## src/rtl/pc_sequencer_if.sv

```systemverilog
// -----------------------------------------------------------------------------
// pc_sequencer_if
//   Bundles the control and status signals of the fetch-stage PC sequencer.
//   The master drives the control inputs and reads the status outputs. The
//   slave is the sequencer itself.
//
//   Master -> slave : stall, redirect_valid, redirect_target, trap_valid,
//                     trap_vector, halt_req, resume
//   Slave -> master : pc, pc_valid, pending_redirect, misaligned_fault,
//                     fault_addr
// -----------------------------------------------------------------------------
interface pc_sequencer_if #(
  parameter int XLEN = 64
);
  logic            stall;
  logic            redirect_valid;
  logic [XLEN-1:0] redirect_target;
  logic            trap_valid;
  logic [XLEN-1:0] trap_vector;
  logic            halt_req;
  logic            resume;

  logic [XLEN-1:0] pc;
  logic            pc_valid;
  logic            pending_redirect;
  logic            misaligned_fault;
  logic [XLEN-1:0] fault_addr;

  modport master (
    output stall, redirect_valid, redirect_target, trap_valid, trap_vector,
           halt_req, resume,
    input  pc, pc_valid, pending_redirect, misaligned_fault, fault_addr
  );

  modport slave (
    input  stall, redirect_valid, redirect_target, trap_valid, trap_vector,
           halt_req, resume,
    output pc, pc_valid, pending_redirect, misaligned_fault, fault_addr
  );
endinterface

```

## src/rtl/pc_sequencer.sv

```systemverilog
// -----------------------------------------------------------------------------
// pc_sequencer
//   Holds the fetch PC and selects the next PC. The sources, from highest to
//   lowest priority, are the trap vector, a branch/jump redirect, a buffered
//   redirect, and the sequential increment. A redirect that arrives while fetch
//   is stalled, or while the sequencer is halted, is buffered. Any trap or
//   redirect target that is misaligned is rejected. A rejection pulses
//   misaligned_fault and records the target in fault_addr.
//
//   Ports:
//     clk    : clock; all state changes on the rising edge
//     reset  : asynchronous, active-high reset
//     bus    : pc_sequencer_if.slave; control in, pc/status out
//
//   Every output comes from a register or is decoded from registered state.
//   There is no combinational path from any input to pc.
// -----------------------------------------------------------------------------
module pc_sequencer #(
  parameter int              XLEN         = 64,
  parameter logic [XLEN-1:0] RESET_VECTOR = '0,
  parameter int              INC          = 4,
  parameter int              ALIGN_BITS   = 2
) (
  input  logic          clk,
  input  logic          reset,
  pc_sequencer_if.slave bus
);

  typedef enum logic [1:0] {
    S_BOOT = 2'd0,
    S_RUN  = 2'd1,
    S_HALT = 2'd2
  } state_t;

  // Low-bit mask for the alignment check. An ALIGN_BITS of 0 gives an empty
  // mask, which disables the check.
  localparam logic [XLEN-1:0] ALIGN_MASK = (XLEN'(1) << ALIGN_BITS) - XLEN'(1);
  localparam logic [XLEN-1:0] PC_INC     = XLEN'(INC);

  state_t          state_q, state_d;
  logic [XLEN-1:0] pc_q, pc_d;
  logic            pend_q, pend_d;
  logic [XLEN-1:0] pend_tgt_q, pend_tgt_d;
  logic            fault_q, fault_d;
  logic [XLEN-1:0] faddr_q, faddr_d;

  logic trap_mis, redir_mis;

  assign trap_mis  = |(bus.trap_vector & ALIGN_MASK);
  assign redir_mis = |(bus.redirect_target & ALIGN_MASK);

  // ---------------------------------------------------------------------------
  // State register (FSM state plus the datapath registers)
  // ---------------------------------------------------------------------------
  // NOTE: sequential state uses non-blocking assignments so that every register
  // samples the values from before the edge, whatever the statement order.
  always_ff @(posedge clk or posedge reset) begin
    if (reset) begin
      state_q    <= S_BOOT;
      pc_q       <= RESET_VECTOR;
      pend_q     <= 1'b0;
      pend_tgt_q <= '0;
      fault_q    <= 1'b0;
      faddr_q    <= '0;
    end else begin
      state_q    <= state_d;
      pc_q       <= pc_d;
      pend_q     <= pend_d;
      pend_tgt_q <= pend_tgt_d;
      fault_q    <= fault_d;
      faddr_q    <= faddr_d;
    end
  end

  // ---------------------------------------------------------------------------
  // Next-state / next-PC logic
  // ---------------------------------------------------------------------------
  // NOTE: every signal gets a default at the top of the block. Without the
  // defaults, any path through the case/if tree that skips an assignment would
  // infer a latch.
  always_comb begin
    state_d    = state_q;
    pc_d       = pc_q;
    pend_d     = pend_q;
    pend_tgt_d = pend_tgt_q;
    fault_d    = 1'b0;
    faddr_d    = faddr_q;

    unique case (state_q)
      // The first edge out of reset only marks the reset vector as valid.
      S_BOOT: state_d = S_RUN;

      S_RUN: begin
        if (bus.trap_valid) begin
          if (trap_mis) begin
            fault_d = 1'b1;
            faddr_d = bus.trap_vector;
          end else begin
            pc_d       = bus.trap_vector;
            pend_d     = 1'b0;
            pend_tgt_d = '0;
          end
        end else if (bus.redirect_valid && !bus.stall) begin
          if (redir_mis) begin
            fault_d = 1'b1;
            faddr_d = bus.redirect_target;
          end else begin
            pc_d       = bus.redirect_target;
            pend_d     = 1'b0;
            pend_tgt_d = '0;
          end
        end else if (bus.redirect_valid) begin
          // Stalled: buffer the newest redirect. It overwrites any older one.
          if (redir_mis) begin
            fault_d = 1'b1;
            faddr_d = bus.redirect_target;
          end else begin
            pend_d     = 1'b1;
            pend_tgt_d = bus.redirect_target;
          end
        end else if (pend_q && !bus.stall) begin
          pc_d       = pend_tgt_q;
          pend_d     = 1'b0;
          pend_tgt_d = '0;
        end else if (!bus.stall) begin
          pc_d = pc_q + PC_INC;
        end

        // A trap takes precedence over halting, so the halt must be requested
        // again after the trap.
        if (bus.halt_req && !bus.trap_valid) state_d = S_HALT;
      end

      S_HALT: begin
        if (bus.trap_valid) begin
          if (trap_mis) begin
            fault_d = 1'b1;
            faddr_d = bus.trap_vector;
          end else begin
            pc_d       = bus.trap_vector;
            pend_d     = 1'b0;
            pend_tgt_d = '0;
            state_d    = S_RUN;
          end
        end else begin
          // While halted, redirects are always buffered, whatever the stall.
          if (bus.redirect_valid) begin
            if (redir_mis) begin
              fault_d = 1'b1;
              faddr_d = bus.redirect_target;
            end else begin
              pend_d     = 1'b1;
              pend_tgt_d = bus.redirect_target;
            end
          end
          if (bus.resume) state_d = S_RUN;
        end
      end

      default: state_d = S_BOOT;
    endcase
  end

  // ---------------------------------------------------------------------------
  // Outputs
  // ---------------------------------------------------------------------------
  always_comb begin
    bus.pc               = pc_q;
    bus.pc_valid         = (state_q == S_RUN);
    bus.pending_redirect = pend_q;
    bus.misaligned_fault = fault_q;
    bus.fault_addr       = faddr_q;
  end

endmodule

```

## src/flat_wrapper.sv

```systemverilog
// flat-port wrapper written by rule: the top's interface ports become plain ports
module pc_sequencer_flat 
#(
  parameter int              XLEN         = 64,
  parameter logic [XLEN-1:0] RESET_VECTOR = '0,
  parameter int              INC          = 4,
  parameter int              ALIGN_BITS   = 2
)
  (clk, reset, bus_stall, bus_redirect_valid, bus_redirect_target, bus_trap_valid, bus_trap_vector, bus_halt_req, bus_resume, bus_pc, bus_pc_valid, bus_pending_redirect, bus_misaligned_fault, bus_fault_addr);
  pc_sequencer_if #(.XLEN(XLEN)) bus_i ();
  input  logic clk;
  input  logic reset;
  input wire logic [$bits(bus_i.stall)-1:0] bus_stall;
  input wire logic [$bits(bus_i.redirect_valid)-1:0] bus_redirect_valid;
  input wire logic [$bits(bus_i.redirect_target)-1:0] bus_redirect_target;
  input wire logic [$bits(bus_i.trap_valid)-1:0] bus_trap_valid;
  input wire logic [$bits(bus_i.trap_vector)-1:0] bus_trap_vector;
  input wire logic [$bits(bus_i.halt_req)-1:0] bus_halt_req;
  input wire logic [$bits(bus_i.resume)-1:0] bus_resume;
  output wire logic [$bits(bus_i.pc)-1:0] bus_pc;
  output wire logic [$bits(bus_i.pc_valid)-1:0] bus_pc_valid;
  output wire logic [$bits(bus_i.pending_redirect)-1:0] bus_pending_redirect;
  output wire logic [$bits(bus_i.misaligned_fault)-1:0] bus_misaligned_fault;
  output wire logic [$bits(bus_i.fault_addr)-1:0] bus_fault_addr;
  assign bus_i.stall = bus_stall;
  assign bus_i.redirect_valid = bus_redirect_valid;
  assign bus_i.redirect_target = bus_redirect_target;
  assign bus_i.trap_valid = bus_trap_valid;
  assign bus_i.trap_vector = bus_trap_vector;
  assign bus_i.halt_req = bus_halt_req;
  assign bus_i.resume = bus_resume;
  assign bus_pc = bus_i.pc;
  assign bus_pc_valid = bus_i.pc_valid;
  assign bus_pending_redirect = bus_i.pending_redirect;
  assign bus_misaligned_fault = bus_i.misaligned_fault;
  assign bus_fault_addr = bus_i.fault_addr;
  pc_sequencer #(.XLEN(XLEN), .RESET_VECTOR(RESET_VECTOR), .INC(INC), .ALIGN_BITS(ALIGN_BITS)) u_core (.clk(clk), .reset(reset), .bus(bus_i));
endmodule
```

## config.mk

```make
export PLATFORM = sky130hd
export DESIGN_NAME = pc_sequencer_flat
export DESIGN_NICKNAME = d
export VERILOG_FILES = /design/src/rtl/pc_sequencer_if.sv /design/src/rtl/pc_sequencer.sv /design/src/flat_wrapper.sv
export SDC_FILE = /design/constraint.sdc
export NUM_CORES = 1
export LEC_CHECK = 0
export BUFFER_PORTS_ARGS = -buffer_cell sky130_fd_sc_hd__buf_2
export CORE_ASPECT_RATIO = 1.5
export CORE_MARGIN = 4
export CORE_UTILIZATION = 47
export CTS_BUF_LIST = sky130_fd_sc_hd__clkbuf_8
export DETAILED_ROUTE_END_ITERATION = 6
export GPL_ROUTABILITY_DRIVEN = 0
export HOLD_SLACK_MARGIN = 0.1
export PLACE_DENSITY = 0.72
export REMOVE_ABC_BUFFERS = 1
export SYNTH_ARGS = -nofsm -noshare
export SYNTH_HDL_FRONTEND = slang
export SYNTH_SLANG_ARGS = --single-unit
export TNS_END_PERCENT = 10
```

## constraint.sdc

```tcl
create_clock -name clk -period 9.6 [get_ports clk]
set_input_delay 1.92 -clock clk [delete_from_list [all_inputs] [get_ports clk]]
set_output_delay 1.92 -clock clk [all_outputs]
set_load 0.1 [all_outputs]
```

==> impl_metrics.json, run 1 <==
{
  "async_flop_share_pct": 100.0,
  "grt_max_degree": 146,
  "rows": 67,
  "critPathBufInv": 2,
  "critPathArrivalTime_ns": 4.61,
  "holdBufCountCts": 0,
  "ys_ff_latch": 196,
  "setup-tns-final_ns": 0,
  "min_path_cells": 1,
  "grt_pass1_wl_um": 62780,
  "die_h_um": 193.9,
  "wl_um": 40530,
  "grt_overflow": 0,
  "grt_util_all_layers_pct": 30.59,
  "yosysUniqueCellTypes": 75,
  "syn_avg_cell_area_sq_um": 8.953,
  "synth_edf_count": 0,
  "worst_setup_path_end_kind": "flop",
  "grt_setup_unrepaired": "false",
  "dp.final_hpwl_um": 27340,
  "cts.sinks": 196,
  "path_max_fanout": 30,
  "ctsResizeCount": 0,
  "drcViolationCount": 0,
  "vias": 11445,
  "final_cell_mix": "buf_2 (265), dfrtp_1 (196), nor2_1 (130)",
  "fill_cells": 2068,
  "setup_viol": 0,
  "post_cts_buffers": 0,
  "startpoint_type": "input pin",
  "synth_area_leaders": "dfrtp_1 (45%), a21oi_1 (5.8%), o22ai_1 (5.6%)",
  "finalCritPeriodShare_pct": 43.75,
  "max_freq_mhz": 238.1,
  "insertion_delay_ns": 0.49,
  "fp.dieW_um": 132.0,
  "yosysTopAreaCell": "dfrtp_1",
  "cts_made_buffers": 17,
  "drt_pass1_iterations": 5,
  "first_global_vias": 11209,
  "max_cap_violations": 0,
  "synth_top_area_share_pct": 45.28,
  "start_util_pct": 48.04,
  "die-area_sq_um": 25590,
  "hold_violations": 0,
  "tightest_slew_ns": 1.116,
  "maxSlewHeadroom_pct": 25.26,
  "io_buffers": 265,
  "cp.required_ns": 10.01,
  "cp_num_cells": 7,
  "drive_above_1_share_pct": 25.02,
  "path_delay_family": "compound AO/OA/AOI/OAI gates",
  "netlist_area_sq_um": 10830,
  "crit_type": "input pin to flop",
  "layout.nets": 1552,
  "synthCells": 1210,
  "critPathSlowestCell": "a21oi_4",
  "clockBufferDepth": 2,
  "ys_seq_area_share_pct": 45.28,
  "rr_worst_depth": 8,
  "layout_min_cycle_time_ns": 4.200,
  "io_pins": 266,
  "coreArea_sq_um": 22550,
  "drt_iter0_drc": 1231,
  "antenna_found_initial": 1,
  "vias_per_cell": 6.732,
  "final_max_slew_viol_count": 0,
  "worstPathCellList": "buf_2, or2_2, a21oi_4, buf_4, o22ai_1, or3_1, a21oi_1",
  "final_common_cell": "buf_2",
  "clk_root_buffer_cell": "clkbuf_8",
  "status": "complete, no violations",
  "cts_tree": "built",
  "area_growth_pct": 17.08,
  "cts.clk_slew.worst_paths_ns": 0.10,
  "slowest_delay_ns": 0.88,
  "wl_per_cell_um": 23.84,
  "h-tree-depth": 4,
  "synth-main-ff-cell": "dfrtp_1",
  "synth_warnings": 0,
  "ant_nets": 0,
  "hp-class": "flop to flop",
  "skew_ns": 0.01743
}
==> area by class of cell <==
cell class | count | area [sq um] | area share, %
Multi-Input combinational cell | 901 | 5517 | 43.49
Sequential cell | 196 | 4905 | 38.67
Timing Repair Buffer | 285 | 1476 | 11.64
Tap cell | 276 | 345.3 | 2.723
Clock buffer | 19 | 261.5 | 2.062
Clock inverter | 11 | 127.6 | 1.006
Inverter | 11 | 48.80 | 0.3847
Antenna cell | 1 | 2.502 | 0.01973
==> cell families (layout without fill, tap and decap cells) <==
| logic type | after synthesis | after routing | share of synthesized area (%) |
|---|---|---|---|
| AO/OA/AOI/OAI | 492 | 492 | 30.47 |
| XOR/XNOR | 15 | 15 | 1.213 |
| adder cells (fa/ha/maj) | 5 | 5 | 0.5775 |
| buffers and inverters | 113 | 326 | 4.424 |
| flip-flops | 196 | 196 | 45.28 |
| multiplexers | 4 | 4 | 0.3927 |
| other | 0 | 1 | 0 |
| AND/OR/NAND/NOR | 385 | 385 | 17.65 |
==> routing by layer <==
layer  up-vias  GRT usage [%]  share of wire, %
met5         -              0                 0
met4         0          14.99               4.5
met3       139          5.036               8.4
met2       683          51.88                50
met1      5598          37.77                37
li1       5025              -                 -
==> state kept, by name, summed over array words and instances (netlist names) <==
signal and count:
u_core.bus.pc 64, u_core.bus.pending_redirect 1, u_core.bus.fault_addr 64, u_core.pend_tgt_q 64, u_core.bus.misaligned_fault 1, u_core.state_q 2
==> per-stage QoR <==
step | area (sq um) | hold slack, ns | setup WS [ns] | util [%] | cells
2_1_floorplan | 10400 | 0.4481 | 2.339 | - | 1108
3_3_place_gp | 12290 | 0.4819 | 5.048 | 54.51 | 1669
3_5_place_dp | 12290 | 0.4840 | 5.015 | 54.51 | 1669
4_1_cts | 12680 | 0.5094 | 5.507 | 56.23 | 1699
5_1_grt | 12680 | 0.5211 | 5.335 | 56.23 | 1699
6_report | 12680 | 0.5128 | 5.400 | 56.24 | 1700
==> path summary, 6_finish.rpt <==
check,from,end,slack (ns)
setup / recovery,bus_trap_valid,u_core.bus.pc[27],5.40
hold / removal,u_core.pend_tgt_q[41],u_core.pend_tgt_q[41],0.51
setup reg to reg,u_core.state_q[0],u_core.bus.pc[27],6.16
hold reg to reg,u_core.pend_tgt_q[41],u_core.pend_tgt_q[41],0.51
max in group asynchronous,reset,u_core.pend_tgt_q[62],6.52
min in group asynchronous,reset,u_core.bus.fault_addr[31],1.65
==> synth_stat cells, drive strengths merged, types with 6 or more instances <==
master and count:
a31oi 19, inv 11, a22o 66, and2 9, o31a 7, nor3 19, o22a 11, nand2 87
nand4 22, xor2 10, a41oi 8, nor4 16, dfrtp 196, a221oi 10, o221ai 20, and3 20
nor2 130, buf 40, clkbuf 62, a21oi 126, or3 6, nand3 47, a211oi 10, o22ai 97
o21ai 64
Power of run 1 is left out: the tool's default activity adds up to more than one toggle a clock period on the data nets, which glitch-free logic cannot reach.
==> run 2: changes to the inputs <==
Settings changed: ABC_AREA set to 1, PLACE_DENSITY 0.72 to 0.73.
Clock period 9.6 ns to 3.55 ns, I/O delays scaled along.
==> run 2 against run 1 <==
Core utilization down 1.3 points. Critical endpoint is now u_core.bus.pc[56]. Cell count up 47%. Synthesized cell count up 61%. First-iteration DRC count down 4.1%. Setup slack worse by 4.5 ns. Via count up 19%. Register-to-register slack worse by 5.2 ns.
==> impl_metrics.json, run 2 <==
{
  "clockBufferDepth": 2,
  "clk_root_buffer_cell": "clkbuf_8",
  "max_cap_violations": 0,
  "drt_iter0_drc": 1180,
  "hold_violations": 0,
  "ys_ff_latch": 196,
  "stdcell_count": 2503,
  "h-tree-depth": 4,
  "grt_max_degree": 87,
  "ys_seq_area_share_pct": 38.86,
  "insertion_delay_ns": 0.52,
  "synth_edf_count": 0,
  "fp.dieW_um": 141.8,
  "final_cell_mix": "nand2_1 (579), inv_1 (301), buf_2 (265)",
  "yosysMostFrequentCell": "nand2_1",
  "ctsResizeCount": 0,
  "max_freq_mhz": 383.7,
  "ant_nets": 0,
  "synth-main-ff-cell": "dfrtp_1",
  "syn_avg_cell_area_sq_um": 6.496,
  "yosysUniqueCellTypes": 34,
  "critPathArrivalTime_ns": 3.01,
  "wl_met3_um": 2346,
  "synthCells": 1943,
  "hp-class": "input pin to async pin",
  "dp.final_hpwl_um": 31050,
  "drive_above_1_share_pct": 15.88,
  "die_h_um": 208.7,
  "top_layer": "met4",
  "async_flop_share_pct": 100.0,
  "tightest_slew_ns": 1.193,
  "startpoint_type": "flop",
  "synth_top_area_share_pct": 38.86,
  "layout_min_cycle_time_ns": 2.607,
  "area_growth_pct": 15.31,
  "vias_per_cell": 5.423,
  "setup-tns-final_ns": 0,
  "routed-wl-met2_um": 21490,
  "first_global_vias": 13102,
  "finalCritPeriodShare_pct": 73.42,
  "holdBufCountCts": 0,
  "cts_tree": "built",
  "yosysTopAreaCell": "dfrtp_1",
  "antenna_found_initial": 0,
  "diodes": 0,
  "setup_ws_ns": 0.9435,
  "grt_setup_unrepaired": "false",
  "seq_area_sq_um": 4905,
  "start_util_pct": 47.65,
  "fill_cells": 2623,
  "cts.clk_slew.worst_paths_ns": 0.11,
  "grt_util_all_layers_pct": 28.24,
  "io_buffers": 265,
  "layout.nets": 2293,
  "post_cts_buffers": 0,
  "wl_um": 42260,
  "coreArea_sq_um": 26490,
  "setup_viol": 0,
  "skew_ns": 0.01537,
  "crit_type": "flop to flop",
  "grt_pass1_wl_um": 67670,
  "die-area_sq_um": 29600,
  "wl_per_cell_um": 16.88,
  "final_common_cell": "nand2_1",
  "io_pins": 266,
  "rows": 73,
  "maxSlewHeadroom_pct": 20.46,
  "netlist_area_sq_um": 12620,
  "synth_area_leaders": "dfrtp_1 (39%), nand2_1 (17%), o21ai_0 (9.3%)",
  "cts_made_buffers": 17,
  "pre_cts_ws_ns": 0.5958,
  "path_max_fanout": 9,
  "cp.required_ns": 3.95,
  "multiInputGateArea_sq_um": 6186,
  "dp.cells": 2471,
  "worst_setup_path_end_kind": "flop",
  "drt_pass1_iterations": 6,
  "cts.sinks": 196,
  "synth_common_cells": "nand2_1 (582), inv_1 (303), o21ai_0 (235), dfrtp_1 (196), nor2_1 (185)",
  "status": "complete, no violations",
  "final_max_slew_viol_count": 0,
  "drcViolationCount": 0,
  "grt_overflow": 0,
  "vias": 13575,
  "wl_met1_um": 16440,
  "synth_warnings": 0
}
## run 2: cell count changes after synthesis, moves of 27 or more
| cell | before | now |
|---|---|---|
| o21ai_0 | 61 | 235 |
| a22o_1 | 66 | 3 |
| nand3_1 | 46 | 94 |
| a21oi_1 | 126 | 26 |
| nand2_1 | 87 | 582 |
| inv_1 | 11 | 303 |
| o22ai_1 | 97 | 124 |
| nor2_1 | 130 | 185 |
## run 2: worst paths after layout
kind                                         start                   endpoint  slack, ns  depth (start not counted)
hold / removal                               reset  u_core.bus.fault_addr[51]       0.24                          2
min in group clk           bus_redirect_target[19]      u_core.pend_tgt_q[19]       0.46                          3
setup reg to reg                  u_core.bus.pc[2]          u_core.bus.pc[56]       0.94                         12
max in group asynchronous                    reset  u_core.bus.fault_addr[15]       2.48                          3
hold reg to reg              u_core.pend_tgt_q[31]      u_core.pend_tgt_q[31]       0.49                          2
setup / recovery                  u_core.bus.pc[2]          u_core.bus.pc[56]       0.94                         12
## run 2: through the flow
stage / hold WS (ns) / cell area (sq um) / utilization, %
after floorplan: 0.4370 / 12220 / -
after global placement: 0.4598 / 14180 / 53.52
after detailed placement: 0.4617 / 14180 / 53.52
after CTS: 0.2484 / 14550 / 54.95
after global routing: 0.2816 / 14550 / 54.95
final: 0.2420 / 14550 / 54.95
## run 2: area by class of cell
| cell class | count | area share [%] |
|---|---|---|
| multi-input cells | 1345 | 42.50 |
| flip-flops and latches | 196 | 33.70 |
| repair buffers | 285 | 10.32 |
| inverters | 308 | 7.995 |
| well taps | 337 | 2.897 |
| clock buffers | 17 | 1.608 |
| clock inverters | 15 | 0.9801 |
## run 2: critical path, stage by stage (launching register included)
cell     delay, ns
dfrtp_1       0.60
ha_1          0.41
nand3_1       0.25
nor2_1        0.22
nand3_1       0.16
nor2_2        0.31
nand3_1       0.12
nand2_1       0.08
nand3_1       0.07
nand2_1       0.08
nand2_1       0.08
nand2_1       0.06
nand2_1       0.05
## run 2: per-layer routing
metal	global-route usage, %	vias to the layer above
met5	0	-
met4	13.74	0
met3	4.006	127
met2	49.48	521
met1	33.62	6304
li1	-	6623
## run 2: logic make-up after synthesis
logic type | synth area share, %
adder cells (fa/ha/maj) | 0.4956
buffers and inverters | 12.33
AO/OA/AOI/OAI | 18.73
flip-flops | 38.86
AND/OR/NAND/NOR | 28.62
XOR/XNOR | 0.9715
Power of run 2 is left out for the same reason.
